<file path="src/rtl/decode_ctrl_pipe_pkg.sv">
// Shared encodings for the registered MIPS main-decode stage: opcode/funct/REGIMM-rt
// values, control-field encodings, default HI/LO latencies and the control bundle type.
package decode_ctrl_pipe_pkg;

    localparam logic [5:0] OP_SPECIAL = 6'h00;
    localparam logic [5:0] OP_REGIMM  = 6'h01;
    localparam logic [5:0] OP_J       = 6'h02;
    localparam logic [5:0] OP_JAL     = 6'h03;
    localparam logic [5:0] OP_BEQ     = 6'h04;
    localparam logic [5:0] OP_BNE     = 6'h05;
    localparam logic [5:0] OP_BLEZ    = 6'h06;
    localparam logic [5:0] OP_BGTZ    = 6'h07;
    localparam logic [5:0] OP_ADDI    = 6'h08;
    localparam logic [5:0] OP_ADDIU   = 6'h09;
    localparam logic [5:0] OP_SLTI    = 6'h0a;
    localparam logic [5:0] OP_SLTIU   = 6'h0b;
    localparam logic [5:0] OP_ANDI    = 6'h0c;
    localparam logic [5:0] OP_ORI     = 6'h0d;
    localparam logic [5:0] OP_XORI    = 6'h0e;
    localparam logic [5:0] OP_LUI     = 6'h0f;
    localparam logic [5:0] OP_LB      = 6'h20;
    localparam logic [5:0] OP_LH      = 6'h21;
    localparam logic [5:0] OP_LW      = 6'h23;
    localparam logic [5:0] OP_LBU     = 6'h24;
    localparam logic [5:0] OP_LHU     = 6'h25;
    localparam logic [5:0] OP_SB      = 6'h28;
    localparam logic [5:0] OP_SH      = 6'h29;
    localparam logic [5:0] OP_SW      = 6'h2b;

    localparam logic [5:0] FN_SLL   = 6'h00;
    localparam logic [5:0] FN_SRL   = 6'h02;
    localparam logic [5:0] FN_SRA   = 6'h03;
    localparam logic [5:0] FN_SLLV  = 6'h04;
    localparam logic [5:0] FN_SRLV  = 6'h06;
    localparam logic [5:0] FN_SRAV  = 6'h07;
    localparam logic [5:0] FN_JR    = 6'h08;
    localparam logic [5:0] FN_JALR  = 6'h09;
    localparam logic [5:0] FN_MFHI  = 6'h10;
    localparam logic [5:0] FN_MTHI  = 6'h11;
    localparam logic [5:0] FN_MFLO  = 6'h12;
    localparam logic [5:0] FN_MTLO  = 6'h13;
    localparam logic [5:0] FN_MULT  = 6'h18;
    localparam logic [5:0] FN_MULTU = 6'h19;
    localparam logic [5:0] FN_DIV   = 6'h1a;
    localparam logic [5:0] FN_DIVU  = 6'h1b;
    localparam logic [5:0] FN_ADD   = 6'h20;
    localparam logic [5:0] FN_ADDU  = 6'h21;
    localparam logic [5:0] FN_SUB   = 6'h22;
    localparam logic [5:0] FN_SUBU  = 6'h23;
    localparam logic [5:0] FN_AND   = 6'h24;
    localparam logic [5:0] FN_OR    = 6'h25;
    localparam logic [5:0] FN_XOR   = 6'h26;
    localparam logic [5:0] FN_NOR   = 6'h27;
    localparam logic [5:0] FN_SLT   = 6'h2a;
    localparam logic [5:0] FN_SLTU  = 6'h2b;

    localparam logic [4:0] RT_BLTZ   = 5'h00;
    localparam logic [4:0] RT_BGEZ   = 5'h01;
    localparam logic [4:0] RT_BLTZAL = 5'h10;
    localparam logic [4:0] RT_BGEZAL = 5'h11;

    localparam logic [1:0] REGDST_RT = 2'b00;
    localparam logic [1:0] REGDST_RD = 2'b01;
    localparam logic [1:0] REGDST_RA = 2'b10;

    localparam logic [1:0] MSIZE_B = 2'b00;
    localparam logic [1:0] MSIZE_H = 2'b01;
    localparam logic [1:0] MSIZE_W = 2'b10;

    localparam logic [1:0] HILOSRC_GPR = 2'b00;
    localparam logic [1:0] HILOSRC_MUL = 2'b01;
    localparam logic [1:0] HILOSRC_DIV = 2'b10;

    localparam logic [1:0] HILORD_NONE = 2'b00;
    localparam logic [1:0] HILORD_LO   = 2'b01;
    localparam logic [1:0] HILORD_HI   = 2'b11;

    localparam int DEF_MUL_LAT = 2;
    localparam int DEF_DIV_LAT = 36;
    localparam int DEF_CNT_W   = 6;

    typedef struct packed {
        logic       regwrite;
        logic [1:0] regdst;
        logic       alusrc;
        logic       branch;
        logic       jump;
        logic       jr;
        logic       link;
        logic       memread;
        logic       memwrite;
        logic       memtoreg;
        logic [1:0] mem_size;
        logic       mem_sext;
        logic [1:0] hilo_we;
        logic [1:0] hilo_src;
        logic [1:0] hilo_rd;
        logic       md_start;
        logic       illegal;
    } ctrl_t;

    localparam ctrl_t CTRL_NOP = '0;

    // Any SPECIAL funct that touches HI/LO and so must wait for the multiplier/divider.
    function automatic logic is_md_funct(input logic [5:0] fn);
        return (fn == FN_MULT) || (fn == FN_MULTU) || (fn == FN_DIV) || (fn == FN_DIVU) ||
               (fn == FN_MTHI) || (fn == FN_MTLO) || (fn == FN_MFHI) || (fn == FN_MFLO);
    endfunction

endpackage

</file>
<file path="src/rtl/decode_ctrl_pipe_ctrl_decode_comb.sv">
// Pure combinational MIPS main decode: instruction word to control bundle plus HI/LO-op flag.
// DECODE_RI_TRAP_EN: undefined op/funct raise illegal instead of decoding as NOP/R-type.
module ctrl_decode_comb
    import decode_ctrl_pipe_pkg::*;
(
    input  logic [31:0] instr,
    output ctrl_t       ctrl,
    output logic        md_op
);

    logic [5:0] op;
    logic [4:0] rt;
    logic [5:0] funct;
    logic       unused_fields;

    assign op            = instr[31:26];
    assign rt            = instr[20:16];
    assign funct         = instr[5:0];
    assign unused_fields = &{1'b0, instr[25:21], instr[15:6]};

    assign md_op = (op == OP_SPECIAL) && is_md_funct(funct);

    always_comb begin
        ctrl = CTRL_NOP;
        case (op)
            OP_SPECIAL: begin
                case (funct)
                    FN_SLL, FN_SRL, FN_SRA, FN_SLLV, FN_SRLV, FN_SRAV,
                    FN_ADD, FN_ADDU, FN_SUB, FN_SUBU, FN_AND, FN_OR,
                    FN_XOR, FN_NOR, FN_SLT, FN_SLTU: begin
                        ctrl.regwrite = 1'b1;
                        ctrl.regdst   = REGDST_RD;
                    end
                    FN_JR: ctrl.jr = 1'b1;
                    FN_JALR: begin
                        ctrl.regwrite = 1'b1;
                        ctrl.regdst   = REGDST_RD;
                        ctrl.link     = 1'b1;
                        ctrl.jr       = 1'b1;
                    end
                    FN_MFHI, FN_MFLO: begin
                        ctrl.regwrite = 1'b1;
                        ctrl.regdst   = REGDST_RD;
                        ctrl.hilo_rd  = (funct == FN_MFHI) ? HILORD_HI : HILORD_LO;
                    end
                    FN_MTHI: ctrl.hilo_we = 2'b10;
                    FN_MTLO: ctrl.hilo_we = 2'b01;
                    FN_MULT, FN_MULTU, FN_DIV, FN_DIVU: begin
                        ctrl.hilo_we  = 2'b11;
                        ctrl.hilo_src = funct[1] ? HILOSRC_DIV : HILOSRC_MUL;
                        ctrl.md_start = 1'b1;
                    end
                    default: begin
`ifdef DECODE_RI_TRAP_EN
                        ctrl.illegal  = 1'b1;
`else
                        ctrl.regwrite = 1'b1;
                        ctrl.regdst   = REGDST_RD;
`endif
                    end
                endcase
            end
            OP_REGIMM: begin
                case (rt)
                    RT_BLTZ, RT_BGEZ: ctrl.branch = 1'b1;
                    RT_BLTZAL, RT_BGEZAL: begin
                        ctrl.branch   = 1'b1;
                        ctrl.link     = 1'b1;
                        ctrl.regwrite = 1'b1;
                        ctrl.regdst   = REGDST_RA;
                    end
                    default: begin
`ifdef DECODE_RI_TRAP_EN
                        ctrl.illegal = 1'b1;
`endif
                    end
                endcase
            end
            OP_J: ctrl.jump = 1'b1;
            OP_JAL: begin
                ctrl.jump     = 1'b1;
                ctrl.link     = 1'b1;
                ctrl.regwrite = 1'b1;
                ctrl.regdst   = REGDST_RA;
            end
            OP_BEQ, OP_BNE, OP_BLEZ, OP_BGTZ: ctrl.branch = 1'b1;
            OP_ADDI, OP_ADDIU, OP_SLTI, OP_SLTIU, OP_ANDI, OP_ORI, OP_XORI, OP_LUI: begin
                ctrl.regwrite = 1'b1;
                ctrl.alusrc   = 1'b1;
                ctrl.regdst   = REGDST_RT;
            end
            OP_LB, OP_LH, OP_LW, OP_LBU, OP_LHU: begin
                ctrl.regwrite = 1'b1;
                ctrl.alusrc   = 1'b1;
                ctrl.memread  = 1'b1;
                ctrl.memtoreg = 1'b1;
                ctrl.mem_size = (op == OP_LW) ? MSIZE_W :
                                ((op == OP_LH) || (op == OP_LHU)) ? MSIZE_H : MSIZE_B;
                ctrl.mem_sext = (op == OP_LB) || (op == OP_LH) || (op == OP_LW);
            end
            OP_SB, OP_SH, OP_SW: begin
                ctrl.alusrc   = 1'b1;
                ctrl.memwrite = 1'b1;
                ctrl.mem_size = (op == OP_SW) ? MSIZE_W : (op == OP_SH) ? MSIZE_H : MSIZE_B;
            end
            default: begin
`ifdef DECODE_RI_TRAP_EN
                ctrl.illegal = 1'b1;
`endif
            end
        endcase
    end

endmodule

</file>
<file path="src/rtl/decode_ctrl_pipe.sv">
// Registered main-decode stage with valid/ready handshake and HI/LO busy interlock.
// DECODE_RI_TRAP_EN (in the decoder) enables the reserved-instruction flag.
module decode_ctrl_pipe
    import decode_ctrl_pipe_pkg::*;
#(
    parameter int MUL_LAT = DEF_MUL_LAT,
    parameter int DIV_LAT = DEF_DIV_LAT,
    parameter int CNT_W   = DEF_CNT_W
) (
    input  logic        clk,
    input  logic        rst,
    input  logic        in_valid,
    output logic        in_ready,
    input  logic [31:0] instr,
    input  logic        flush,
    output logic        out_valid,
    input  logic        out_ready,
    output logic        regwrite,
    output logic [1:0]  regdst,
    output logic        alusrc,
    output logic        branch,
    output logic        jump,
    output logic        jr,
    output logic        link,
    output logic        memread,
    output logic        memwrite,
    output logic        memtoreg,
    output logic [1:0]  mem_size,
    output logic        mem_sext,
    output logic [1:0]  hilo_we,
    output logic [1:0]  hilo_src,
    output logic [1:0]  hilo_rd,
    output logic        md_start,
    output logic        illegal,
    output logic        md_busy
);

    localparam logic [CNT_W-1:0] MUL_CNT = CNT_W'(MUL_LAT);
    localparam logic [CNT_W-1:0] DIV_CNT = CNT_W'(DIV_LAT);

    ctrl_t             ctrl_p0;
    logic              md_op_p0;
    ctrl_t             ctrl_p1;
    logic              vld_p1;
    logic [CNT_W-1:0]  busy_cnt;
    logic              hazard;
    logic              accept;
    logic              md_issue;

    ctrl_decode_comb u_dec (
        .instr (instr),
        .ctrl  (ctrl_p0),
        .md_op (md_op_p0)
    );

    // Busy also covers the cycle a MULT/DIV sits in the register before EX takes it.
    assign md_busy  = (busy_cnt != '0) || (vld_p1 && ctrl_p1.md_start);
    assign hazard   = md_busy && md_op_p0;
    assign in_ready = (!vld_p1 || out_ready) && !hazard;
    assign accept   = in_valid && in_ready;
    assign md_issue = vld_p1 && out_ready && ctrl_p1.md_start;

    // ---- p0 -> p1 : pipeline register
    always_ff @(posedge clk) begin
        if (!rst) begin
            vld_p1  <= 1'b0;
            ctrl_p1 <= CTRL_NOP;
        end else if (flush) begin
            vld_p1  <= 1'b0;
        end else if (accept) begin
            vld_p1  <= 1'b1;
            ctrl_p1 <= ctrl_p0;
        end else if (out_ready) begin
            vld_p1  <= 1'b0;
        end
    end

    // A flush does not stop an already-launched MULT/DIV, so the counter keeps running.
    always_ff @(posedge clk) begin
        if (!rst) begin
            busy_cnt <= '0;
        end else if (md_issue) begin
            busy_cnt <= (ctrl_p1.hilo_src == HILOSRC_DIV) ? DIV_CNT : MUL_CNT;
        end else if (busy_cnt != '0) begin
            busy_cnt <= busy_cnt - CNT_W'(1);
        end
    end

    assign out_valid = vld_p1;
    assign regwrite  = ctrl_p1.regwrite;
    assign regdst    = ctrl_p1.regdst;
    assign alusrc    = ctrl_p1.alusrc;
    assign branch    = ctrl_p1.branch;
    assign jump      = ctrl_p1.jump;
    assign jr        = ctrl_p1.jr;
    assign link      = ctrl_p1.link;
    assign memread   = ctrl_p1.memread;
    assign memwrite  = ctrl_p1.memwrite;
    assign memtoreg  = ctrl_p1.memtoreg;
    assign mem_size  = ctrl_p1.mem_size;
    assign mem_sext  = ctrl_p1.mem_sext;
    assign hilo_we   = ctrl_p1.hilo_we;
    assign hilo_src  = ctrl_p1.hilo_src;
    assign hilo_rd   = ctrl_p1.hilo_rd;
    assign md_start  = ctrl_p1.md_start;
    assign illegal   = ctrl_p1.illegal;

endmodule
</file>
<file path="config.mk">
export PLATFORM = sky130hd
export DESIGN_NAME = decode_ctrl_pipe
export DESIGN_NICKNAME = d
export VERILOG_FILES = /design/src/rtl/decode_ctrl_pipe_pkg.sv /design/src/rtl/decode_ctrl_pipe_ctrl_decode_comb.sv /design/src/rtl/decode_ctrl_pipe.sv
export SDC_FILE = /design/constraint.sdc
export NUM_CORES = 1
export LEC_CHECK = 0
export ABC_AREA = 1
export BUFFER_PORTS_ARGS = -buffer_cell sky130_fd_sc_hd__clkbuf_2
export CAP_MARGIN = 10
export CORE_MARGIN = 10
export CORE_UTILIZATION = 55
export CTS_BUF_LIST = sky130_fd_sc_hd__clkbuf_8
export DETAILED_ROUTE_END_ITERATION = 10
export PLACE_DENSITY = 0.95
export RECOVER_POWER = 50
export SYNTH_ARGS = -nofsm -noshare
export SYNTH_HDL_FRONTEND = slang
export SYNTH_HIERARCHICAL = 1
export SYNTH_SLANG_ARGS = --single-unit
</file>
<file path="constraint.sdc">
create_clock -name clk -period 3 [get_ports clk]
set_clock_uncertainty 0.15 [all_clocks]
set_input_delay 0.15 -clock clk [delete_from_list [all_inputs] [get_ports clk]]
set_output_delay 0.15 -clock clk [all_outputs]
set_load 0.1 [all_outputs]
</file>
==> summary.md, run 1 <==
| Metric | Value |
|---|---|
| Status | `finished, final reports clean` |
| Compound-Gate Fraction of Synth Area | `0.0281` |
| Share of the synthesized area in the top cell type | `0.334` |
| Worst Hold Depth | `3` |
| Vias | `roughly 1.7k` |
| CP Capture Type | `register` |
| # rows | `20` |
| Clock-pin slew of the registers on the worst-case setup and hold paths | `around 0.060 ns` |
| CP Depth | `9` |
| Initial DRC Count | `approximately 110` |
| Largest family of logic cells by synthesized area | `simple AND/OR/NAND/NOR gates` |
| Vias per cell | `between 4 and 5` |
| FF-to-FF Start | `busy_cnt[0]` |
| Synth Area in XOR/XNOR | `0.0151` |
| Worst path top cell family by delay | `simple AND/OR/NAND/NOR gates` |
| Cell chain of the critical path | `inv_1 > ha_1 > inv_1 > nor2_1 > nand4_4 > nand2_1 > nand4_4 > nor2_1 > nor2_1` |
| Starting Density | `0.574` |
| Postcts setup bufs | `0` |
| Final WL | `just under 4 mm` |
| Max-Cap Viols | `0` |
| Sequential area share after synthesis | `0.334` |
| GRT Util Overall | `0.141` |
| Asr flop ratio synth | `0` |
| Worst hold path type | `in -> reg` |
| Number of synthesized flops with an enable pin | `0` |
| Htree depth | `2` |
| Setup TNS | `0 ns` |
| Data required time of the critical path | `between 3 and 4 ns` |
| # setup viols final | `0` |
| Average size of a mapped cell | `6.14 µm²` |
| CP peak stage delay | `between 0.4 and 0.5 ns` |
| Final Power | `approximately 1.4 mW` |
| Design area | `2050 µm²` |
| #FFs+latches synth | `29` |
| Drt wl/cell | `10.5 µm` |
| Startpoint types | `register` |
| Hold Crit Start | `in_valid` |
| Syn Std Cell Area | `about 1700 µm²` |
| Final HPWL DP | `roughly 2.9 mm` |
| DRC violations left | `0` |
| CP max-delay cell | `nand4_4` |
| Placed cell areas | `roughly 2000 µm²` |
| Antenna diodes | `0` |
| Synth top area cells | `dfxtp_1 33%, nand2_1 16%, nor2_1 14%` |
| Measured slew at the worst slew-check pin | `about 1.2 ns` |
| Max-slew violations | `0` |
| Ys Warns | `6` |
| Die Y-Extent | `76.2 µm` |
| Post-synthesis cell count | `~280` |
| Die Area | `~5800 µm²` |
| Pwr Density | `between 700 and 800 nW/µm²` |
| Yosys cell types | `27` |
| CTS tree | `yes` |
| CP Class | `reg -> reg` |
| Initial antenna violation count | `0` |
| Core Region | `~3000 µm²` |
| Largest area contributor in the netlist | `dfxtp_1` |
| Boundary Pins | `slightly above 60` |
| Final min period | `roughly 2.2 ns` |
| Grt total ovfl | `0` |
| Buffers plus inverters on the worst setup path | `2` |
| Post-synthesis mux area share | `0` |
| Worst R2R Path Depth | `9` |
| Area grow syn2layout | `18.3%` |
| RSZ-0062 raised after global routing | `false` |
| Nets | `between 300 and 400` |
| CP startpoint | `busy_cnt[0]` |
| Port bufs | `45` |
| Critical Path Fanout Max | `44` |
| Most frequent cells after synthesis | `73 x nand2_1, 65 x nor2_1, 46 x inv_1, 29 x dfxtp_1, 16 x nand3_1` |
| Peak supply drop | `around 390 µV` |
| Ys flop type | `dfxtp_1` |
| Die X | `roughly 76 µm` |
| Cell with the most instances after synthesis | `nand2_1` |
| First-pass GRT wire length | `around 7.1 mm` |
| Cts bufs inserted | `5` |
| Final ANT Viol Nets | `0` |
| Clock Latency Late Sink | `around 0.28 ns` |
| Crit path top cell by count | `nor2_1` |
| F_max | `approximately 460 MHz` |
| CTS Root Cell | `clkbuf_8` |
| TritonCTS Sinks | `29` |
| Final GP Congestion | `between 0.8 and 0.9` |
| Worst EP arrival | `2.21 ns` |
| Static leakage | `about 1.1 nW` |
| Filler instances | `280` |
| First drt pass iteration count | `4` |
| Final Hold Vio Count | `0` |
| Max_slew headroom | `0.197` |
| Area share of fa/ha/maj cells after synthesis | `0.0144` |
| Period utilization | `0.732` |
| Synth Area in Simple Gates | `0.455` |
| Vias in the first global route | `between 1.5k and 2k` |
| Synthesized net count | `approximately 320` |
| Ratio of cells with drive above 1 in the final layout | `0.143` |
| Largest net degree at the start of global routing | `45` |
| Bufs on Longest Clock Path | `2` |
## area by class of cell
type | count | area, µm² | area share
Multi-Input combinational cell | 191 | 893 | 0.435
Sequential cell | 29 | 581 | 0.283
Timing Repair Buffer | 46 | 206 | 0.100
Inverter | 54 | 203 | 0.0987
Clock buffer | 6 | 82.6 | 0.0402
Tap cell | 44 | 55.1 | 0.0268
Clock inverter | 2 | 33.8 | 0.0164
## metal layers
layer  GRT usage  share of wire  up-vias
met4      0.0595          0.020        0
met3      0.0578          0.070       12
met1       0.143           0.43      746
met2       0.248           0.48       54
met5           0              0        -
li1            -              -      928
## registers in the layout, indices dropped and copies added, names as in the netlist
signal,flops
busy_cnt,6
mem_size,2
mem_sext,1
md_start,1
memtoreg,1
hilo_src,2
memwrite,1
hilo_rd,2
illegal,1
regwrite,1
link,1
branch,1
jr,1
out_valid,1
jump,1
hilo_we,2
regdst,2
memread,1
alusrc,1
## through the flow
stage	hold slack [ns]	utilization	instances	setup WS, ns
after global routing	0.0472	0.679	372	0.564
after global placement	0.263	0.648	363	0.984
final	0.00847	0.679	372	0.805
after floorplan	0.145	-	283	0.315
after CTS	0.00453	0.690	372	0.904
after detailed placement	0.272	0.648	363	0.925
## path summary, 6_finish.rpt
path / endpoint / slack (ns)
hold reg to reg: busy_cnt[0] / 0.35
hold / removal: out_valid / 0.008
setup reg to reg: regwrite / 0.81
setup / recovery: regwrite / 0.81
## cells by family (layout without fill, tap and decap cells)
kind of cell	count (synthesis)	in the layout
simple gates	177	177
other cells	1	1
compound gates	8	8
xor+xnor	3	3
buf+inv	63	108
fa+ha+maj	2	2
flops	29	29
## placed cells by master, fill, tap and decap left out, types with 3 or more instances in the layout
| cell | Yosys | final |
|---|---|---|
| nand3_1 | 16 | 16 |
| inv_2 | 8 | 7 |
| nor2_1 | 65 | 66 |
| clkbuf_2 | 0 | 22 |
| clkbuf_8 | 0 | 6 |
| nor2_4 | 3 | 3 |
| inv_1 | 46 | 48 |
| nor3_1 | 6 | 6 |
| nand2_1 | 73 | 74 |
| a21oi_1 | 4 | 3 |
| dfxtp_1 | 29 | 29 |
| nor4_1 | 3 | 3 |
| clkbuf_1 | 3 | 23 |
## timing repair
action,CTS,global route
gates resized for setup,0,0
hold endpoints to repair,1,0
hold buffers,1,0
## where the power goes
group	internal (mW)	switching, mW
Clock	0.267	0.143
Sequential	0.434	0.0283
Combinational	0.145	0.421
## worst register-to-register path, stage by stage (launching register included)
cell	delay, ns
dfxtp_1	0.31
inv_1	0.14
ha_1	0.17
inv_1	0.04
nor2_1	0.19
nand4_4	0.13
nand2_1	0.14
nand4_4	0.46
nor2_1	0.29
nor2_1	0.07
No activity file was read; power rests on OpenSTA's default activity.
==> run 2, diff against run 1 <==
Settings changed: CORE_UTILIZATION 55 to 46, PLACE_DENSITY 0.95 to 0.89.
Clock period 3 ns to 1.8 ns, I/O delays scaled along.
==> run 2 against run 1 <==
Effect of this change:
- sequential power is 71% higher
- critical endpoint is now alusrc
- sequential share of layout area shrank 2.4 points
- first-iteration DRC count up 30%
- global-route usage decreased by 1.2 points
- non-clock buffer count up 10
- wire length grew 12%
- worst setup slack got worse by 0.70 ns
==> summary.md, run 2 (synthesized netlist as in run 1, its figures left out) <==
| Metric | Value |
|---|---|
| Status | `finished, final reports clean` |
| Die Area | `6630 µm² (+14%)` |
| Max-slew violations | `0 (unchanged)` |
| GRT Util Overall | `0.129 (-0.0116)` |
| Final min period | `1.69 ns (-0.502 ns)` |
| R2R setup slack | `0.11 ns (-0.70 ns)` |
| Initial antenna violation count | `0 (unchanged)` |
| CP Capture Type | `register` |
| Final HPWL DP | `3.16 mm (+7.3%)` |
| Worst hold path type | `in -> reg` |
| First-pass GRT wire length | `6.82 mm (-3.3%)` |
| Most common cell after layout, fill and taps aside | `nand2_1` |
| Filler instances | `328 (+17%)` |
| Highest-count cells in the layout ignoring fill and taps | `73 x nand2_1, 65 x nor2_1, 44 x inv_1` |
| F_max | `591 MHz (+30%)` |
| Nets | `376 (+2.7%)` |
| Period utilization | `0.941 (+0.209)` |
| Max-Cap Viols | `0 (unchanged)` |
| Worst Hold Depth | `4 (+1)` |
| Grt total ovfl | `0 (unchanged)` |
| CTS tree | `yes` |
| Peak supply drop | `471 µV (+21%)` |
| TritonCTS Sinks | `29 (unchanged)` |
| Bufs on Longest Clock Path | `2 (unchanged)` |
| Final Util | `0.620 (-0.0589)` |
| Max_slew headroom | `0.632 (+0.435)` |
| Vias in the first global route | `1635 (-6.5%)` |
| Htree depth | `2 (unchanged)` |
| Hold Crit Start | `instr[2]` |
| Cts bufs inserted | `5 (unchanged)` |
| Max reg flops | `6 (unchanged)` |
| Port bufs | `45 (unchanged)` |
| # rows | `22 (+10%)` |
| Worst R2R Path Depth | `11 (+2)` |
| Static leakage | `1.30 nW (+13%)` |
| Clock-pin slew of the registers on the worst-case setup and hold paths | `0.06 ns (about the same)` |
| DRC violations left | `0 (unchanged)` |
| Data required time of the critical path | `1.86 ns (-1.16 ns)` |
| Vias per cell | `4.68 (about the same)` |
| CTS Root Cell | `clkbuf_8` |
| Final Hold Vio Count | `0 (unchanged)` |
| Boundary Pins | `62 (unchanged)` |
| Measured slew at the worst slew-check pin | `0.555 ns (-0.655 ns)` |
| Initial DRC Count | `146 (+30%)` |
| # setup viols final | `0 (unchanged)` |
| Placed insts | `369 (+1.7%)` |
| Final ANT Viol Nets | `0 (unchanged)` |
| Ratio of cells with drive above 1 in the final layout | `0.266 (+0.123)` |
| Cell Count, Final, Fillers Out | `386 (+3.8%)` |
| Final GP Congestion | `0.881 (-2.0%)` |
| Pwr Density | `1110 nW/µm² (+59%)` |
| Core Region | `3660 µm² (+21%)` |
| FF-to-FF Start | `busy_cnt[1]` |
| Min-Delay Endpoint | `jr` |
| Antenna diodes | `0 (unchanged)` |
| Drt wl/cell | `11.4 µm (+7.9%)` |
| Die Y-Extent | `81.4 µm (+6.9%)` |
| CP Class | `reg -> reg` |
| Largest net degree at the start of global routing | `29 (-36%)` |
| Worst EP arrival | `1.76 ns (-0.45 ns)` |
| Final WL | `4.38 mm (+12%)` |
| Starting Density | `0.474 (-0.0992)` |
| Die X | `81.4 µm (+6.9%)` |
| R2r endpoint | `alusrc` |
| Top reg by flops | `busy_cnt` |
| Vias | `1805 (+3.7%)` |
| Critical Path Fanout Max | `7 (-84%)` |
| Clock Latency Late Sink | `0.28 ns (about the same)` |
| Area grow syn2layout | `30.6%` |
| Startpoint types | `register` |
| First drt pass iteration count | `4 (unchanged)` |
[run 2: final cells by class]
type	instances	area, µm²	area share
tap	48	60.1	0.0265
clock buffer	7	96.3	0.0425
clock inverter	1	5.00	0.00221
multi-input combinational	191	928	0.409
sequential	29	586	0.258
inverter	54	208	0.0916
timing repair buffer	56	385	0.170
[run 2: per-stage QoR]
step                hold WS, ns  instance area, µm²  worst slack, ns  setup TNS (ns)  power (mW)
detailed placement        0.205                2030           0.0360               0        1.82
floorplan                0.0846                1770           -0.249           -5.49        1.65
global placement          0.195                2030            0.114               0        1.79
global route             0.0658                2270          -0.0119         -0.0319        2.68
CTS                      0.0166                2150           0.0107               0        2.44
finish                   0.0266                2270            0.107               0        2.53
[run 2: report_power, final]
part | switching (mW) | internal [mW]
sequential | 0.0636 | 0.729
combinational | 0.770 | 0.370
clock | 0.249 | 0.345
total | 1.08 | 1.44
[run 2: metal layers]
metal  up-vias  GRT usage  part of all wire  wire length, µm
met5         -          0                 0                0
met4         0     0.0571             0.015               67
met3         6     0.0524             0.081              357
met2        40      0.229              0.49             2160
met1       810      0.130              0.41             1800
li1        949          -                 -                -
[run 2: worst max-delay path: stages (launching register included)]
cell	delay, ns
dfxtp_2	0.33
inv_4	0.07
ha_4	0.12
inv_2	0.03
nor2_4	0.10
nand4_4	0.13
nand2_4	0.10
nand4_4	0.16
clkbuf_16	0.22
nand2_1	0.05
nand2_1	0.04
nor2_1	0.11
[run 2: worst max path at each step]
stage	endpoint	start	cells after the start
global placement	jump	busy_cnt[0]	11
detailed placement	alusrc	busy_cnt[1]	11
finish	alusrc	busy_cnt[1]	11
CTS	in_ready	busy_cnt[1]	7
floorplan	in_ready	busy_cnt[0]	6
global route	jump	busy_cnt[1]	11
[run 2: repair_timing]
item                                    in CTS  in global routing
setup buffers                                0                  5
hold endpoints to repair                     1                  0
gates cloned                                 0                  2
resized for setup                            1                  9
endpoints found under the setup margin       1                 22
pin swaps                                    0                  5
hold buffers                                 2                  0
